[src/rtl/rob_commit_ctrl.sv]
// In-order retirement sequencer: grants reorder tags, collects results by tag and
// retires the oldest finished entry per cycle; a mispredicted retire flushes everything.
module rob_commit_ctrl #(
  parameter int ROB_AW    = 4,
  parameter int ROB_DEPTH = 16,
  parameter int REG_AW    = 5,
  parameter int DATA_W    = 32
) (
  input  logic              in_clk,
  input  logic              in_rst,
  input  logic              in_rdy,
  input  logic              in_alloc_valid,
  input  logic [REG_AW-1:0] in_alloc_rd,
  output logic [ROB_AW-1:0] out_alloc_tag,
  output logic              out_full,
  input  logic              in_wb_valid,
  input  logic [ROB_AW-1:0] in_wb_tag,
  input  logic [DATA_W-1:0] in_wb_value,
  input  logic              in_wb_mispredict,
  input  logic [DATA_W-1:0] in_wb_target,
  output logic              out_commit_enable,
  output logic [REG_AW-1:0] out_commit_rd,
  output logic [DATA_W-1:0] out_commit_value,
  output logic [ROB_AW-1:0] out_commit_tag,
  output logic              out_flush_enable,
  output logic [DATA_W-1:0] out_flush_pc
);

  typedef enum logic [1:0] {S_EMPTY, S_RUN, S_FLUSH} state_t;

  // Tag 0 means "no tag", so pointers cycle through 1..ROB_DEPTH-1 only.
  function automatic logic [ROB_AW-1:0] next_tag(input logic [ROB_AW-1:0] t);
    next_tag = (t == ROB_AW'(ROB_DEPTH - 1)) ? ROB_AW'(1) : t + ROB_AW'(1);
  endfunction

  state_t              state_q, state_d;
  logic [ROB_AW-1:0]   head_q, head_d, tail_q, tail_d, count_q, count_d;
  logic [ROB_DEPTH-1:0] valid_q, valid_d, ready_q, ready_d, misp_q, misp_d;
  logic [REG_AW-1:0]   rd_q     [ROB_DEPTH];
  logic [REG_AW-1:0]   rd_d     [ROB_DEPTH];
  logic [DATA_W-1:0]   value_q  [ROB_DEPTH];
  logic [DATA_W-1:0]   value_d  [ROB_DEPTH];
  logic [DATA_W-1:0]   target_q [ROB_DEPTH];
  logic [DATA_W-1:0]   target_d [ROB_DEPTH];

  logic                commit_en_q, commit_en_d;
  logic [REG_AW-1:0]   commit_rd_q, commit_rd_d;
  logic [DATA_W-1:0]   commit_value_q, commit_value_d;
  logic [ROB_AW-1:0]   commit_tag_q, commit_tag_d;
  logic                flush_en_q, flush_en_d;
  logic [DATA_W-1:0]   flush_pc_q, flush_pc_d;

  logic alloc_ok, wb_ok, retire, retire_misp;

  always_comb begin
    state_d        = state_q;
    head_d         = head_q;
    tail_d         = tail_q;
    count_d        = count_q;
    valid_d        = valid_q;
    ready_d        = ready_q;
    misp_d         = misp_q;
    rd_d           = rd_q;
    value_d        = value_q;
    target_d       = target_q;
    commit_en_d    = 1'b0;
    commit_rd_d    = '0;
    commit_value_d = '0;
    commit_tag_d   = '0;
    flush_en_d     = 1'b0;
    flush_pc_d     = '0;

    alloc_ok    = in_alloc_valid && !out_full && (state_q != S_FLUSH);
    wb_ok       = in_wb_valid && (in_wb_tag != '0) && valid_q[in_wb_tag] && (state_q != S_FLUSH);
    retire      = (state_q == S_RUN) && valid_q[head_q] && ready_q[head_q];
    retire_misp = retire && misp_q[head_q];

    if (wb_ok) begin
      value_d[in_wb_tag]  = in_wb_value;
      misp_d[in_wb_tag]   = in_wb_mispredict;
      target_d[in_wb_tag] = in_wb_target;
      ready_d[in_wb_tag]  = 1'b1;
    end

    if (retire) begin
      commit_en_d     = 1'b1;
      commit_rd_d     = rd_q[head_q];
      commit_value_d  = value_q[head_q];
      commit_tag_d    = head_q;
      valid_d[head_q] = 1'b0;
      ready_d[head_q] = 1'b0;
      head_d          = next_tag(head_q);
    end

    if (alloc_ok) begin
      valid_d[tail_q] = 1'b1;
      ready_d[tail_q] = 1'b0;
      rd_d[tail_q]    = in_alloc_rd;
      tail_d          = next_tag(tail_q);
    end

    case ({alloc_ok, retire})
      2'b10:   count_d = count_q + ROB_AW'(1);
      2'b01:   count_d = count_q - ROB_AW'(1);
      default: count_d = count_q;
    endcase

    if (retire_misp) begin
      flush_en_d = 1'b1;
      flush_pc_d = target_q[head_q];
    end

    // Wrong-path entries are dropped at the retire edge and kept clear through S_FLUSH.
    if (retire_misp || (state_q == S_FLUSH)) begin
      valid_d = '0;
      ready_d = '0;
      head_d  = ROB_AW'(1);
      tail_d  = ROB_AW'(1);
      count_d = '0;
    end

    case (state_q)
      S_EMPTY: if (alloc_ok) state_d = S_RUN;
      S_RUN: begin
        if (retire_misp)         state_d = S_FLUSH;
        else if (count_d == '0)  state_d = S_EMPTY;
      end
      S_FLUSH: state_d = S_EMPTY;
      default: state_d = S_EMPTY;
    endcase
  end

  always_ff @(posedge in_clk) begin
    if (!in_rst) begin
      state_q        <= S_EMPTY;
      head_q         <= ROB_AW'(1);
      tail_q         <= ROB_AW'(1);
      count_q        <= '0;
      valid_q        <= '0;
      ready_q        <= '0;
      misp_q         <= '0;
      for (int i = 0; i < ROB_DEPTH; i++) begin
        rd_q[i]     <= '0;
        value_q[i]  <= '0;
        target_q[i] <= '0;
      end
      commit_en_q    <= 1'b0;
      commit_rd_q    <= '0;
      commit_value_q <= '0;
      commit_tag_q   <= '0;
      flush_en_q     <= 1'b0;
      flush_pc_q     <= '0;
    end else if (in_rdy) begin
      state_q        <= state_d;
      head_q         <= head_d;
      tail_q         <= tail_d;
      count_q        <= count_d;
      valid_q        <= valid_d;
      ready_q        <= ready_d;
      misp_q         <= misp_d;
      rd_q           <= rd_d;
      value_q        <= value_d;
      target_q       <= target_d;
      commit_en_q    <= commit_en_d;
      commit_rd_q    <= commit_rd_d;
      commit_value_q <= commit_value_d;
      commit_tag_q   <= commit_tag_d;
      flush_en_q     <= flush_en_d;
      flush_pc_q     <= flush_pc_d;
    end
  end

  assign out_alloc_tag     = tail_q;
  assign out_full          = (count_q == ROB_AW'(ROB_DEPTH - 1));
  assign out_commit_enable = commit_en_q;
  assign out_commit_rd     = commit_rd_q;
  assign out_commit_value  = commit_value_q;
  assign out_commit_tag    = commit_tag_q;
  assign out_flush_enable  = flush_en_q;
  assign out_flush_pc      = flush_pc_q;

endmodule

[config.mk]
export PLATFORM = sky130hd
export DESIGN_NAME = rob_commit_ctrl
export DESIGN_NICKNAME = d
export VERILOG_FILES = /design/src/rtl/rob_commit_ctrl.sv
export SDC_FILE = /design/constraint.sdc
export NUM_CORES = 2
export LEC_CHECK = 0
export CORE_UTILIZATION = 62
export DETAILED_ROUTE_END_ITERATION = 8
export PLACE_DENSITY = 0.8
export SLEW_MARGIN = 20
export SYNTH_ARGS = -nofsm -noshare
export SYNTH_HDL_FRONTEND = slang
export SYNTH_SLANG_ARGS = --single-unit
[constraint.sdc]
create_clock -name in_clk -period 5.1 [get_ports in_clk]
set_clock_uncertainty 0.15 [all_clocks]
set_input_delay 0.765 -clock in_clk [delete_from_list [all_inputs] [get_ports in_clk]]
set_output_delay 0.765 -clock in_clk [all_outputs]
set_load 0.05 [all_outputs]
==> summary.txt <==
Clock Latency Late Sink -> 0.75 ns
Post-Synth XOR/XNOR Area -> 0.00127
Max-slew headroom -> 0.249
Comb power frac -> 0.030
Die height -> 300 um
# H-tree levels -> 4
Starting DRT DRC Count -> 5042
Vias in the first global route -> 42521
Reg2reg end -> state_q[0]$_SDFFE_PN0P_
Ys flop type -> dfxtp_1
Clock Tree Buf Depth -> 3
Resized cells post-CTS -> 0
DRC violations left -> 0
Worst Max-Slew Pin Slew -> 1.13 ns
Final hold violations -> 0
Netlist cell types -> 66
Seq/Total Area, Yosys -> 0.450
Largest net degree at the start of global routing -> 305
Leak -> 19.8 nW
Initial antenna violation count -> 12
Average routed wire per standard cell -> 22.7 um
Vias post-DR -> 43822
Compound-Gate Fraction of Synth Area -> 0.162
First-pass GRT wire length -> 246000 um
GP Congestion -> 0.923
Worst R2R Start -> head_q[2]$_SDFFE_PN0P_
Core Region -> 88200 um2
Synthesized instance count -> 5929
Hold Crit Start -> value_q[390]$_SDFFE_PN0P_
Syn_area_per_cell -> 9.31 um2
Share of cells above drive strength 1 -> 0.121
Slowest CP cell -> dfxtp_4
# Post-CTS Setup Buffers -> 0
Hold Buf Count CTS -> 0
Largest family of logic cells by synthesized area -> simple AND/OR/NAND/NOR gates
Critical path startpoint category -> flip-flop
Switching share of power -> 0.218
Worst VDD drop -> 0.402 mV
Post-layout net count -> 5843
Worst-path maximum fanout -> 47
Worst EP arrival -> 4.68 ns
Synth Cell Area -> 55200 um2
Worst reg-to-reg path cell count -> 13
Final Max Slew Viols -> 0
Synth warn -> 0
TritonCTS clock tree -> yes
Final Setup Violations -> 0
Clk network pwr share -> 0.490
Final min period -> 4.21 ns
Outcome -> finished, final reports clean
CP bufs+invs -> 2
Power Dens Cells -> 327 nW/um2
End point of the critical path -> state_q[0]$_SDFFE_PN0P_
Fin crit share -> 0.825
Total congestion overflow -> 0
Post-route ant nets -> 0
RSZ-0062 raised after global routing -> false
Drt pass-1 iters -> 8
Total CTS buffers -> 132
Worst path max stage delay -> 0.85 ns
Post-Synth Simple-Gate Area -> 0.180
EDFF count, synth -> 0
Total die area -> 90200 um2
Fillers -> 6398
Most used cell, CP -> nand2_1
CP delay by family, top -> compound AO/OA/AOI/OAI gates
Max Cap Viol -> 0
Clock sinks -> 1241
Hpwl dp -> 90000 um
Adder-Cell Fraction of Synth Area -> 0.00249
Port bufs -> 158
Fin Setup TNS -> 0 ns
Clk pin slew, worst setup/hold paths -> 0.06 ns
Net Sw Power -> 4.41 mW
Die width -> 300 um
CP required -> 5.57 ns
Final core occ -> 0.700
Seq pwr share -> 0.480
Synth async-reset ratio -> 0
Worst R2R Setup Slack -> 0.89 ns
Critical Path Start -> head_q[2]$_SDFFE_PN0P_
Root Driver -> clkbuf_16
Internal power -> 15.8 mW
Post-Syn Nets -> 6019
Synthesized flop and latch total -> 1241
Mux cell area share after synthesis -> 0.160
CP cell instances -> mux4_2 > a2bb2oi_2 > nand4_2 > a211o_4 > inv_4 > buf_4 > ha_1 > nand2_1 > o221a_2 > nor2_1 > xor2_1 > o311ai_1 > nand2_1
Hold/Removal Path Class -> reg -> reg
Overall routed net length -> 160000 um
Num ports -> 159
Via density -> 6.24
Tot GR Track Use -> 0.351
Synth-to-Final Area Change -> 12.0%
Hold Crit Depth -> 2
Initial Util -> 0.625
Achievable Freq -> 0.238 GHz
WS Path Type -> reg -> reg
WP depth -> 13
Num rows -> 109
CP endpoint kind -> flip-flop
synthesized netlist by cell type (all sizes together) (2+ instances only):
| master | n | share of area |
|---|---|---|
| nand2 | 2093 | 0.14 |
| dfxtp | 1241 | 0.45 |
| a21boi | 1051 | 0.14 |
| clkbuf | 382 | 0.026 |
| mux4 | 356 | 0.15 |
| buf | 175 | 0.016 |
| and2 | 100 | 0.011 |
| mux2i | 79 | 0.014 |
| nor2b | 75 | 0.0085 |
| nand3 | 72 | 0.0065 |
| nor2 | 42 | 0.0029 |
| o21ai | 39 | 0.0035 |
| inv | 29 | 0.0020 |
| o2bb2ai | 23 | 0.0037 |
| nand4 | 17 | 0.0020 |
| and3 | 16 | 0.0018 |
| nor3 | 13 | 0.0014 |
| ha | 11 | 0.0025 |
| o31ai | 9 | 0.0012 |
| a21oi | 8 | 0.00073 |
| a22oi | 8 | 0.0011 |
| a32oi | 7 | 0.0011 |
| o22ai | 7 | 0.00079 |
| a21o | 6 | 0.00082 |
| a31oi | 6 | 0.00068 |
| nand2b | 6 | 0.00068 |
| a22o | 5 | 0.00079 |
| o22a | 5 | 0.00079 |
| or3 | 5 | 0.00057 |
| xor2 | 5 | 0.00079 |
| a32o | 3 | 0.00054 |
| mux2 | 3 | 0.00061 |
| o2111ai | 3 | 0.00048 |
| o211ai | 3 | 0.00041 |
| xnor2 | 3 | 0.00048 |
| a211o | 2 | 0.00048 |
| a221o | 2 | 0.00036 |
| nor4 | 2 | 0.00023 |
| o221ai | 2 | 0.00032 |
| or2 | 2 | 0.00023 |
worst min-delay path by stage:
stage                     slack [ns]                       endpoint
after global routing            0.31      value_q[492]$_SDFFE_PN0P_
after detailed placement        0.29      value_q[492]$_SDFFE_PN0P_
after floorplan                 0.27     target_q[480]$_SDFFE_PN0P_
final                           0.30      value_q[390]$_SDFFE_PN0P_
after CTS                       0.30  out_flush_pc[30]$_SDFFE_PN0P_
after global placement          0.29     target_q[491]$_SDFFE_PN0P_
metrics by stage:
step | area [um2] | setup WS, ns | instances | hold WS, ns | power [mW]
after floorplan | 55200 | 1.52 | 5929 | 0.275 | 10.3
after global placement | 57300 | 0.935 | 6784 | 0.287 | 10.5
after detailed placement | 57300 | 0.898 | 6784 | 0.289 | 10.5
after CTS | 61800 | 0.990 | 7018 | 0.296 | 20.3
after global routing | 61800 | 0.823 | 7024 | 0.315 | 20.7
final | 61800 | 0.894 | 7026 | 0.304 | 20.2
logic make-up after synthesis:
logic type               Yosys count
XOR/XNOR                           8
multiplexers                     438
flip-flops                      1241
AO/OA/AOI/OAI                   1196
adder cells (fa/ha/maj)           11
AND/OR/NAND/NOR                 2449
buffers and inverters            586
placed cells by master (no fill, tap or decap), drive strengths merged, types with 16 or more instances in the layout:
master and n:
nand2 2093, dfxtp 1241, a21boi 1051, mux4 356, clkbuf 193, clkdlybuf4s50 156, and2 100, buf 91
mux2i 79, nor2b 75, nand3 72, nor2 42, o21ai 39, inv 36, o2bb2ai 23, clkinv 22
nand4 17, and3 16
final cells by class:
type	instances	area [um2]	share of cell area
diodes	8	20.0	0.000324
clock inverters	41	513	0.00830
repair buffers	247	2720	0.0439
well taps	1165	1460	0.0236
multi-input cells	4102	28100	0.455
clock buffers	193	3970	0.0643
flip-flops and latches	1241	24900	0.402
inverters	29	114	0.00184
power groups by stage:
| stage | Sequential [mW] | Clock, mW | Combinational, mW |
|---|---|---|---|
| 5_1_grt | 9.71 | 10.4 | 0.628 |
| 2_1_floorplan | 9.93 | 0 | 0.363 |
| 3_3_place_gp | 9.93 | 0 | 0.587 |
| 6_report | 9.71 | 9.90 | 0.601 |
| 4_1_cts | 9.71 | 9.96 | 0.586 |
| 3_5_place_dp | 9.93 | 0 | 0.585 |
metal layers:
layer  wire (um)  up-vias  GRT usage
met5          59        -          0
met2       75900     2200      0.569
met1       62300    21422      0.461
met3       14600      460     0.0594
met4        6800        8      0.163
li1            -    19732          -
tightest hold or removal path, delay by kind of cell, from the launching register on:
kind | cells | cell delay (ns)
AOI/OAI and AO/OA | 1 | 0.05
and+or+nand+nor | 1 | 0.05
DFF | 1 | 0.31
sequential cells by signal, indices dropped and copies added, names as in the netlist, 5 cells and up:
register / cells
target_q: 512
value_q: 512
rd_q: 80
out_commit_value: 32
out_flush_pc: 32
misp_q: 16
ready_q: 16
valid_q: 16
out_commit_rd: 5
No activity file was read; power rests on OpenSTA's default activity.
